File: config.mk
export PLATFORM = sky130hd
export DESIGN_NAME = conv_controller_param
export DESIGN_NICKNAME = d
export VERILOG_FILES = /design/src/rtl/conv_controller_param.sv
export SDC_FILE = /design/constraint.sdc
export NUM_CORES = 1
export LEC_CHECK = 0
export BUFFER_PORTS_ARGS = -buffer_cell sky130_fd_sc_hd__buf_2
export CAP_MARGIN = 10
export CORE_AREA = 2 2 57 59
export DETAILED_ROUTE_END_ITERATION = 6
export DIE_AREA = 0 0 59 61
export MAX_ROUTING_LAYER = met4
export PLACE_DENSITY = 0.78
export SYNTH_ARGS = -nofsm -noshare
export SYNTH_HDL_FRONTEND = slang
export SYNTH_SLANG_ARGS = --single-unit
export TNS_END_PERCENT = 30
File: constraint.sdc
create_clock -name clk_i -period 1.7 [get_ports clk_i]
set_input_delay 0.17 -clock clk_i [delete_from_list [all_inputs] [get_ports clk_i]]
set_output_delay 0.17 -clock clk_i [all_outputs]
set_load 0.02 [all_outputs]
File: src/rtl/conv_controller_param.sv
// rtl/conv_controller_param.sv - control FSM for a KERNEL x KERNEL streaming convolution datapath
// Sequences coefficient load, column fill, multi-cycle convolve, streaming shift and row/frame restart.
module conv_controller_param #(
  parameter int KERNEL      = 3,
  parameter int SEL_W       = 2,
  parameter int CONV_CYCLES = 1,
  parameter int CNT_W       = 16
) (
  input  logic             clk_i,
  input  logic             rst_i,
  input  logic             sample_load_en_i,
  input  logic             new_row_i,
  input  logic             coeff_load_en_i,
  output logic             modwait_o,
  output logic             sample_stream_o,
  output logic             sample_shift_o,
  output logic             convolve_en_o,
  output logic             coeff_ld_o,
  output logic [SEL_W-1:0] coeff_sel_o,
  output logic [SEL_W-1:0] col_cnt_o,
  output logic [CNT_W-1:0] conv_count_o,
  output logic             frame_done_o,
  output logic             coeff_err_o
);

  localparam int CYC_W = (CONV_CYCLES > 1) ? $clog2(CONV_CYCLES) : 1;
  localparam logic [CYC_W-1:0] CYC_LAST = CYC_W'(CONV_CYCLES - 1);
  localparam logic [SEL_W-1:0] SEL_LAST = SEL_W'(KERNEL - 1);
  localparam logic [SEL_W-1:0] COL_FULL = SEL_W'(KERNEL);
  localparam logic [SEL_W-1:0] SEL_ONE  = SEL_W'(1);

  typedef enum logic [2:0] {
    S_IDLE, S_COEFF_LD, S_FILL_LD, S_FILL_WAIT, S_CONV, S_STREAM_WAIT, S_STREAM_LD
  } state_t;

  state_t           state_q, state_d;
  logic [SEL_W-1:0] coeff_sel_q, coeff_sel_d;
  logic [SEL_W-1:0] col_cnt_q, col_cnt_d;
  logic [CNT_W-1:0] conv_count_q, conv_count_d;
  logic [CYC_W-1:0] cyc_q, cyc_d;
  logic             frame_done_q, frame_done_d;
  logic             coeff_err_q, coeff_err_d;
  logic             enter_conv;

  always_comb begin
    state_d      = state_q;
    coeff_sel_d  = coeff_sel_q;
    col_cnt_d    = col_cnt_q;
    conv_count_d = conv_count_q;
    cyc_d        = cyc_q;
    frame_done_d = 1'b0;
    coeff_err_d  = coeff_load_en_i && (state_q != S_IDLE);
    enter_conv   = 1'b0;
    case (state_q)
      S_IDLE: begin
        if (coeff_load_en_i) begin
          state_d     = S_COEFF_LD;
          coeff_sel_d = '0;
        end else if (sample_load_en_i) begin
          state_d   = S_FILL_LD;
          col_cnt_d = SEL_ONE;
        end
      end
      S_COEFF_LD: begin
        if (coeff_sel_q == SEL_LAST) begin
          state_d     = S_IDLE;
          coeff_sel_d = '0;
        end else begin
          coeff_sel_d = coeff_sel_q + SEL_ONE;
        end
      end
      S_FILL_LD: begin
        if (col_cnt_q == COL_FULL) enter_conv = 1'b1;
        else                       state_d    = S_FILL_WAIT;
      end
      S_FILL_WAIT: begin
        if (sample_load_en_i) begin
          state_d   = S_FILL_LD;
          col_cnt_d = col_cnt_q + SEL_ONE;
        end
      end
      S_CONV: begin
        if (cyc_q == CYC_LAST) begin
          if (new_row_i) begin
            state_d   = S_FILL_LD;
            col_cnt_d = SEL_ONE;
          end else begin
            state_d = S_STREAM_WAIT;
          end
        end else begin
          cyc_d = cyc_q + CYC_W'(1);
        end
      end
      S_STREAM_WAIT: begin
        if (sample_load_en_i && new_row_i) begin
          state_d      = S_IDLE;
          frame_done_d = 1'b1;
        end else if (new_row_i) begin
          state_d   = S_FILL_LD;
          col_cnt_d = SEL_ONE;
        end else if (sample_load_en_i) begin
          state_d = S_STREAM_LD;
        end
      end
      S_STREAM_LD: enter_conv = 1'b1;
      default:     state_d    = S_IDLE;
    endcase
    if (enter_conv) begin
      state_d = S_CONV;
      cyc_d   = '0;
      if (conv_count_q != {CNT_W{1'b1}}) conv_count_d = conv_count_q + CNT_W'(1);
    end
    // Counters belong to one frame; they are zero whenever the FSM sits in IDLE.
    if (state_d == S_IDLE) begin
      col_cnt_d    = '0;
      conv_count_d = '0;
    end
  end

  always_ff @(posedge clk_i) begin
    if (rst_i) begin
      state_q      <= S_IDLE;
      coeff_sel_q  <= '0;
      col_cnt_q    <= '0;
      conv_count_q <= '0;
      cyc_q        <= '0;
      frame_done_q <= 1'b0;
      coeff_err_q  <= 1'b0;
    end else begin
      state_q      <= state_d;
      coeff_sel_q  <= coeff_sel_d;
      col_cnt_q    <= col_cnt_d;
      conv_count_q <= conv_count_d;
      cyc_q        <= cyc_d;
      frame_done_q <= frame_done_d;
      coeff_err_q  <= coeff_err_d;
    end
  end

  always_comb begin
    modwait_o       = (state_q == S_COEFF_LD) || (state_q == S_FILL_LD) ||
                      (state_q == S_CONV) || (state_q == S_STREAM_LD);
    sample_stream_o = (state_q == S_CONV) || (state_q == S_STREAM_WAIT);
    sample_shift_o  = (state_q == S_FILL_LD) || (state_q == S_STREAM_LD);
    convolve_en_o   = (state_q == S_CONV);
    coeff_ld_o      = (state_q == S_COEFF_LD);
    coeff_sel_o     = coeff_sel_q;
    col_cnt_o       = col_cnt_q;
    conv_count_o    = conv_count_q;
    frame_done_o    = frame_done_q;
    coeff_err_o     = coeff_err_q;
  end

endmodule

==> results of run 1 <==
per-layer routing:
layer | global-route usage, % | vias up
li1 | - | 677
met1 | 25.9 | 658
met2 | 38.9 | 40
met3 | 2.56 | 5
met4 | 7.47 | 0
met5 | - | -
cells by family (layout without fill, tap and decap cells):
| group | after synthesis | in the layout |
|---|---|---|
| DFF | 25 | 25 |
| muxes | 2 | 2 |
| and+or+nand+nor | 82 | 82 |
| buffers and inverters | 8 | 60 |
| adders and majority gates | 2 | 2 |
| AOI/OAI and AO/OA | 24 | 24 |
| xor gates and xnor gates | 15 | 15 |
synth_stat cells (all sizes together), types with 2 or more instances:
| library cell | instances | area share, % |
|---|---|---|
| a21oi | 4 | 1.4 |
| xor2 | 5 | 3.1 |
| or2 | 2 | 0.88 |
| nand3 | 7 | 2.8 |
| nor3 | 6 | 2.9 |
| o211ai | 2 | 1.1 |
| nor2b | 5 | 2.2 |
| nor3b | 2 | 1.1 |
| a21o | 2 | 1.1 |
| nand3b | 2 | 1.1 |
| nor2 | 24 | 8.1 |
| nor4 | 3 | 2.8 |
| or3b | 2 | 1.2 |
| dfxtp | 25 | 35 |
| nand4 | 6 | 3.1 |
| o21ai | 5 | 2.5 |
| nand2b | 3 | 1.8 |
| nor4b | 2 | 1.2 |
| or3 | 2 | 1.2 |
| and4 | 2 | 1.2 |
| ha | 2 | 1.8 |
| and2 | 4 | 1.8 |
| a211oi | 4 | 2.1 |
| inv | 4 | 1.1 |
| buf | 4 | 1.8 |
| nand2 | 10 | 2.6 |
| xnor2 | 10 | 6.2 |
state kept, by name, summed over array words and instances, names as in the netlist:
register and cells:
conv_count_o 16, coeff_err_o 1, col_cnt_o 2, coeff_sel_o 2, frame_done_o 1, state_q 3
worst max-delay path: stages, from the launching register on:
cell and delay, ns:
dfxtp_2 0.39, or3b_1 0.38, a21o_1 0.22, o2111ai_2 0.13, o21ai_4 0.11, buf_12 0.17, a311oi_2 0.19
worst paths after layout:
| check | from | to | slack (ns) | cells after the start |
|---|---|---|---|---|
| min | rst_i | coeff_sel_o[0]$_SDFFE_PP0P_ | 0.06 | 2 |
| max reg2reg | state_q[2]$_SDFF_PP0_ | conv_count_o[12]$_SDFFE_PP0P_ | 0.01 | 6 |
| min reg2reg | col_cnt_o[1]$_SDFFE_PP0P_ | col_cnt_o[1]$_SDFFE_PP0P_ | 0.53 | 2 |
| max | state_q[2]$_SDFF_PP0_ | conv_count_o[12]$_SDFFE_PP0P_ | 0.01 | 6 |
area by class of cell:
type,count,area (sq um),share of cell area (%)
flip-flops and latches,25,519,27.3
repair buffers,52,328,17.3
multi-input cells,125,965,50.8
well taps,33,41.3,2.17
clock buffers,3,22.5,1.19
clock inverters,1,8.76,0.461
inverters,4,15.0,0.791
where the power goes:
| group | leakage (nW) | internal, mW | switching [mW] |
|---|---|---|---|
| Clock | 0.0183 | 0.0963 | 0.208 |
| Sequential | 0.208 | 0.600 | 0.0185 |
| Combinational | 0.546 | 0.0984 | 0.130 |
through the flow:
| step | hold WS (ns) | cells |
|---|---|---|
| 2_1_floorplan | 0.235 | 158 |
| 3_3_place_gp | 0.438 | 236 |
| 3_5_place_dp | 0.449 | 236 |
| 4_1_cts | 0.0680 | 242 |
| 5_1_grt | 0.0600 | 243 |
| 6_report | 0.0623 | 243 |
what timing repair did:
action / 4_1_cts / 5_1_grt
gates cloned: 0 / 0
buffers inserted: 2 / 1
pin swaps: 3 / 5
gates resized for setup: 6 / 18
endpoints found under the setup margin: 20 / 15
==> metrics, run 1 <==
Synth Area in Simple Gates 36.0%; WS Path Type flip-flop to flip-flop; P&R area growth vs syn 33.4%; Worst-path clk slew 0.16 ns; IO Pins 32; GR Overflow Total 0; # Max-Cap Violations 0; full die area 3600 sq um; Power Total 1.15 mW; Synthesized Nets 165; period utilization 99.1%; post-place setup slack -0.0324 ns; sequential-to-total area share from yosys stat 35.1%; CTS tree yes; H-tree lvl count 1; most frequent cells in the layout buf_2 (30), buf_4 (21), dfxtp_1 (14); Worst slew margin 73.7%; post-synthesis compound-gate area fraction 13.4%; post-route ant nets 0; Total GRT Usage 22.0%; starting density of the core 48.2%; Fmax achieved 593 MHz; WL met2 1.86 mm; met3 wire len 130 microns; Final Slew Violations 0; core footprint 2950 sq um; PwrDens 607 nW/um^2; largest family of logic cells by synthesized area simple AND/OR/NAND/NOR gates; Port-buffer cells 31; worst slew pin tran 0.395 ns; hold crit path type primary input to flip-flop; CTS hold repair buffers 0; Max Used Layer met4; total CTS buffers 3; number of global-route vias before repair 1348; # diodes 0; DIE HEIGHT 61 microns; Core Rows 20; Skew-Pair Late Insertion Delay 0.35 ns; Vias/cell 5.68; Post-Synth Adder-Cell Area 1.76%; WL per Instance 14.5 microns; async set-reset flop share out of synthesis 0%; FILL cells 255; # setup viols final 0; Residual DRC 0; ratio of cells with drive above 1 in the final layout 48.6%; Seq cells post-synth 25; post-synthesis cell type count 48; largest net degree at the start of global routing 19; post-synthesis mux area share 1.49%; RSZ-0062 raised after global routing yes; worst clock skew 0.0160 ns; First-pass DRT Iterations 4; Crit. End Element flip-flop; Final Cell Area 1900 sq um; xor and xnor fraction of the mapped netlist area 9.23%; Synth Cell Area 1420 sq um; Tmin final 1.69 ns; first-pass GRT wire length 5.92 mm; initial drt markers 98; worst-case clock buffer depth 2; Leak 0.773 nW; Worst EP required 1.96 ns; Final Util 64.3%; critical path startpoint category flip-flop; commonest non-fill, non-tap cell in the layout buf_2; CTS sink count 25; Metal-1 WL 1.49 mm; Root Buffer clkbuf_4; synthesized area per cell 9.01 sq um; EDFF count, synth 0; outcome finished clean; total negative setup slack 0 ns; antenna violations before repair 0; Yosys warning count 0; die width 59 microns; Crit Path Max Fanout 18; arrival time at the worst endpoint 1.94 ns; Placed Area 1750 sq um; Peak VDD IR 0.000452 V; most frequently used flop master after synthesis dfxtp_1; Post-Route WL 3.51 mm; GP Congestion 0.884; nets 218; post-DP HPWL 2.50 mm; via count 1380; Setup WS post-layout 0.0145 ns; Hold Fails Final Rpt 0; Post-Synthesis Cells 158
No activity file was read; power rests on OpenSTA's default activity.
==> run 2: changes to the inputs <==
--- a/config.mk
+++ b/config.mk
@@ -7,11 +7,12 @@
 export LEC_CHECK = 0
 export BUFFER_PORTS_ARGS = -buffer_cell sky130_fd_sc_hd__buf_2
 export CAP_MARGIN = 10
-export CORE_AREA = 2 2 57 59
+export CORE_AREA = 2 2 44 76
 export DETAILED_ROUTE_END_ITERATION = 6
-export DIE_AREA = 0 0 59 61
+export DIE_AREA = 0 0 46 78
 export MAX_ROUTING_LAYER = met4
 export PLACE_DENSITY = 0.78
+export SLEW_MARGIN = 20
 export SYNTH_ARGS = -nofsm -noshare
 export SYNTH_HDL_FRONTEND = slang
 export SYNTH_SLANG_ARGS = --single-unit
==> run 2 against run 1 <==
Net effect:
- clock skew decreased by 0.013 ns
- combinational power hardly changed
- largest cell class unchanged
- wire length rose by 2.4%
- design area barely moved
- sequential share of layout area is 0.31 points lower
- sequential power is essentially flat
- non-clock buffer count fell by 2
- setup slack better by 0.017 ns
- register-to-register slack improved by 0.02 ns
- global-route usage fell by 0.63 points
- highest routed layer unchanged
- die area down 0.31%
==> metrics, run 2 (same netlist as run 1, synthesis figures left out) <==
total CTS buffers 3; full die area 3590 sq um; r2r setup slk 0.03 ns; Skew-Pair Late Insertion Delay 0.27 ns; Final Util 64.8%; First-pass DRT Iterations 4; critical path startpoint category flip-flop; number of global-route vias before repair 1323; crit path to conv_count_o[5]$_SDFFE_PP0P_; worst-case clock buffer depth 2; Placed Area 1760 sq um; PwrDens 637 nW/um^2; IO Pins 32; Leak 0.743 nW; Worst EP required 1.87 ns; commonest non-fill, non-tap cell in the layout buf_2; post-DP HPWL 2.73 mm; Hold Fails Final Rpt 0; Residual DRC 0; Worst slew margin 58.9%; core footprint 2930 sq um; P_int 872 uW; Tmin final 1.67 ns; worst clock skew 0.00279 ns; FF-to-FF path depth 6; arrival time at the worst endpoint 1.84 ns; most frequent cells in the layout buf_2 (31), dfxtp_1 (17), buf_4 (16); Crit Path Max Fanout 4; H-tree lvl count 1; initial drt markers 59; GP Congestion 0.924; Register Area 513 sq um; WS Path Type flip-flop to flip-flop; starting density of the core 48.6%; hold path cells 2; Sw Share 28.0%; Final Slew Violations 0; Core Rows 26; die width 46 microns; area occupied by multi-input gates 963 sq um; GR Overflow Total 0; hold crit path type primary input to flip-flop; antenna violations before repair 0; first-pass GRT wire length 5.71 mm; Crit. End Element flip-flop; Flop pwr share 51.1%; largest net degree at the start of global routing 14; Worst R2R End conv_count_o[5]$_SDFFE_PP0P_; hold_sp rst_i; CP startpoint conv_count_o[0]$_SDFFE_PP0P_; Post-Route WL 3.60 mm; FILL cells 246; Final Cell Area 1900 sq um; Root Buffer clkbuf_8; flip-flop count of the largest register after layout 16; Vias/cell 5.83; crit-path cells ha_2 -> nand3_2 -> or3_1 -> o211ai_1 -> xor2_1 -> nor2_2; Peak VDD IR 0.000458 V; post-route ant nets 0; P&R area growth vs syn 33.3%; period utilization 98.2%; postcts setup bufs 0; Port-buffer cells 31; CP delay by family, top simple AND/OR/NAND/NOR gates; # Max-Cap Violations 0; nets 216; Fmax achieved 599 MHz; DIE HEIGHT 78 microns; CTS tree yes; outcome finished clean; worst slew pin tran 0.612 ns; # setup viols final 0; CP max stage delay 0.36 ns; CP max-delay cell dfxtp_2; Worst-path clk slew 0.08 ns; Total GRT Usage 21.4%; CTS sink count 25; P_sw 338 uW; Clk pwr share 29.8%; Power Total 1.21 mW; WL per Instance 15.2 microns; # diodes 0; Comb pwr share 19.1%; CP Depth 6; RSZ-0062 raised after global routing yes; Hold WS 0.144 ns; Buf+Inv Stages, Crit Path 0; ratio of cells with drive above 1 in the final layout 46.2%; R2R Path Start conv_count_o[0]$_SDFFE_PP0P_; via count 1377
==> run 2: cell types whose count changed in the layout (fill, tap and decap cells not counted), sizes merged <==
cell | before | now
clkbuf | 3 | 4
inv | 5 | 4
buf | 52 | 50
==> run 2: metal layers <==
| layer | wire length [microns] | GRT usage, % |
|---|---|---|
| met1 | 1340 | 20.7 |
| met2 | 1980 | 39.4 |
| met3 | 177 | 2.56 |
| met4 | 94 | 8.57 |
| met5 | 0 | - |
==> run 2: worst reg2reg max path: stages (launching register included) <==
cell and delay, ns:
dfxtp_2 0.36, ha_2 0.24, nand3_2 0.14, or3_1 0.36, o211ai_1 0.22, xor2_1 0.21, nor2_2 0.04
==> run 2: repair_timing <==
action	4_1_cts	5_1_grt
gates resized for setup	10	10
setup endpoints to repair	11	15
pin swaps	4	6
hold buffers	0	0
==> run 2: stage by stage <==
stage	instances	setup WS (ns)	TNS (ns)
finish	236	0.0314	0
global route	236	-0.0277	-0.0659
CTS	236	0.0185	0
detailed placement	232	-0.0635	-0.245
global placement	232	0.0288	0
floorplan	158	0.0370	0
==> run 2: worst min path at each step <==
stage,to
global route,coeff_sel_o[1]$_SDFFE_PP0P_
CTS,coeff_sel_o[1]$_SDFFE_PP0P_
finish,state_q[2]$_SDFF_PP0_
floorplan,coeff_sel_o[1]$_SDFFE_PP0P_
detailed placement,col_cnt_o[0]$_SDFFE_PP0P_
global placement,col_cnt_o[0]$_SDFFE_PP0P_
==> run 2: power by group through the flow <==
| stage | sequential, mW | combinational, mW | clock, mW |
|---|---|---|---|
| floorplan | 0.634 | 0.137 | 0 |
| global placement | 0.631 | 0.219 | 0 |
| detailed placement | 0.631 | 0.223 | 0 |
| CTS | 0.618 | 0.231 | 0.358 |
| global route | 0.621 | 0.250 | 0.378 |
| finish | 0.618 | 0.232 | 0.360 |
==> run 2: final cells by class <==
class	instances	share of cell area [%]
clock buffer	4	2.37
inverter	4	0.791
multi-input combinational	125	50.8
tap	28	1.85
timing repair buffer	50	17.2
sequential	25	27.0
==> run 3: changes to the inputs <==
--- a/config.mk
+++ b/config.mk
@@ -7,11 +7,14 @@
 export LEC_CHECK = 0
 export BUFFER_PORTS_ARGS = -buffer_cell sky130_fd_sc_hd__buf_2
 export CAP_MARGIN = 10
-export CORE_AREA = 2 2 44 76
+export CELL_PAD_IN_SITES_DETAIL_PLACEMENT = 1
+export CELL_PAD_IN_SITES_GLOBAL_PLACEMENT = 2
+export CORE_AREA = 2 2 54 94
+export CTS_CLUSTER_DIAMETER = 60
 export DETAILED_ROUTE_END_ITERATION = 6
-export DIE_AREA = 0 0 46 78
+export DIE_AREA = 0 0 56 96
 export MAX_ROUTING_LAYER = met4
-export PLACE_DENSITY = 0.78
+export PLACE_DENSITY = 0.82
 export SLEW_MARGIN = 20
 export SYNTH_ARGS = -nofsm -noshare
 export SYNTH_HDL_FRONTEND = slang
==> run 3 against run 2 <==
Net effect:
- sequential power shrank 0.6%
- sequential share of layout area shrank 0.22 points
- clock skew is essentially flat
- global-route usage shrank 5.4 points
- critical endpoint is now conv_count_o[13]$_SDFFE_PP0P_
- highest routed layer unchanged
==> metrics, run 3 (same netlist as run 1, synthesis figures left out) <==
number of global-route vias before repair 1384; WL per Instance 15.1 microns; # diodes 0; Fmax achieved 612 MHz; outcome finished clean; Residual DRC 0; # Max-Cap Violations 0; Metal-1 WL 1.53 mm; via count 1367; nets 220; CTS sink count 25; final cell count without fillers 264; Worst slew margin 66.3%; First-pass DRT Iterations 4; DIE HEIGHT 96 microns; PwrDens 632 nW/um^2; RSZ-0062 raised after global routing yes; total CTS buffers 3; Worst EP required 1.87 ns; Vias/cell 5.18; period utilization 96.1%; flip-flop count of the largest register after layout 16; Root Buffer clkbuf_8; starting density of the core 30.8%; GR Overflow Total 0; commonest non-fill, non-tap cell in the layout buf_2; Setup WS post-layout 0.0661 ns; CP max-delay cell or3_4; met3 wire len 109 microns; CP max stage delay 0.43 ns; WS Path Type flip-flop to flip-flop; # setup viols final 0; CTS tree yes; worst clock skew 0.00305 ns; Crit Path Max Fanout 5; Post-Route WL 3.98 mm; total negative setup slack 0 ns; Placed Cells 258; core footprint 4620 sq um; worst slew pin tran 0.502 ns; full die area 5380 sq um; first-pass GRT wire length 6.52 mm; Max Used Layer met4; Crit. End Element flip-flop; Core Rows 33; post-DP HPWL 3.16 mm; Port-buffer cells 31; Leak 0.766 nW; crit-path cells ha_2 -> nor2_4 -> or3_4 -> nor4_4 -> xnor2_1 -> nor2_2; Hold Fails Final Rpt 0; H-tree lvl count 1; post-route ant nets 0; Skew-Pair Late Insertion Delay 0.27 ns; critical path startpoint category flip-flop; GP Congestion 0.770; Power Total 1.20 mW; WL met2 2.29 mm; ratio of cells with drive above 1 in the final layout 44.3%; antenna violations before repair 0; post-place setup slack -0.0214 ns; initial drt markers 46; arrival time at the worst endpoint 1.81 ns; most frequent cells in the layout buf_2 (31), buf_4 (22), dfxtp_1 (18); hold crit path type primary input to flip-flop; Tmin final 1.63 ns; Worst-path clk slew 0.09 ns; worst-case clock buffer depth 2; P&R area growth vs syn 33.4%; Peak VDD IR 0.000293 V; Final Slew Violations 0; die width 56 microns; IO Pins 32; largest net degree at the start of global routing 19; Total GRT Usage 15.9%
## run 3: changes by cell type in the layout (fill, tap and decap cells not counted), sizes merged
cell | before | now
buf | 50 | 54
clkbuf | 4 | 3
clkinv | 0 | 1
## run 3: metrics by stage
step	util (%)	instance area, sq um	hold WS (ns)
2_1_floorplan	-	1430	0.235
3_3_place_gp	38.8	1790	0.454
3_5_place_dp	38.8	1790	0.470
4_1_cts	40.0	1850	0.166
5_1_grt	41.1	1900	0.171
6_report	41.1	1900	0.169
## run 3: metal layers
metal	vias to the layer above	global-route usage [%]
met4	0	4.76
li1	668	-
met2	25	31.1
met5	-	-
met3	5	1.88
met1	669	16.5
## run 3: final cells by class
class                   count  area (sq um)
clock buffers               3          41.3
inverters                   4          15.0
well taps                  52          65.1
clock inverters             1          5.00
flip-flops and latches     25           509
repair buffers             54           340
multi-input cells         125           923
fillers                   585          2730
## run 3: worst max-delay path, delay by kind of cell (launching register included)
family	cells	cell delay [ns]
XOR/XNOR	1	0.16
flip-flops	1	0.34
AND/OR/NAND/NOR	4	0.82
adder cells (fa/ha/maj)	1	0.21
## run 3: worst paths after layout
check | end | startpoint | slack, ns | cells after the start
worst max-delay path | conv_count_o[13]$_SDFFE_PP0P_ | col_cnt_o[1]$_SDFFE_PP0P_ | 0.07 | 6
worst min-delay path | coeff_sel_o[1]$_SDFFE_PP0P_ | rst_i | 0.17 | 2
worst max register to register | conv_count_o[13]$_SDFFE_PP0P_ | col_cnt_o[1]$_SDFFE_PP0P_ | 0.07 | 6
worst min register to register | col_cnt_o[1]$_SDFFE_PP0P_ | col_cnt_o[1]$_SDFFE_PP0P_ | 0.50 | 2
## run 3: what timing repair did
action | CTS | global route
buffers inserted | 0 | 2
hold buffers | 0 | 0
gates resized for setup | 3 | 7
pin swaps | 0 | 7
endpoints found under the setup margin | 4 | 13
## run 3: power breakdown
part | internal (mW) | switching, mW
clock network | 0.164 | 0.202
logic | 0.0880 | 0.131
registers | 0.600 | 0.0135
total | 0.853 | 0.347
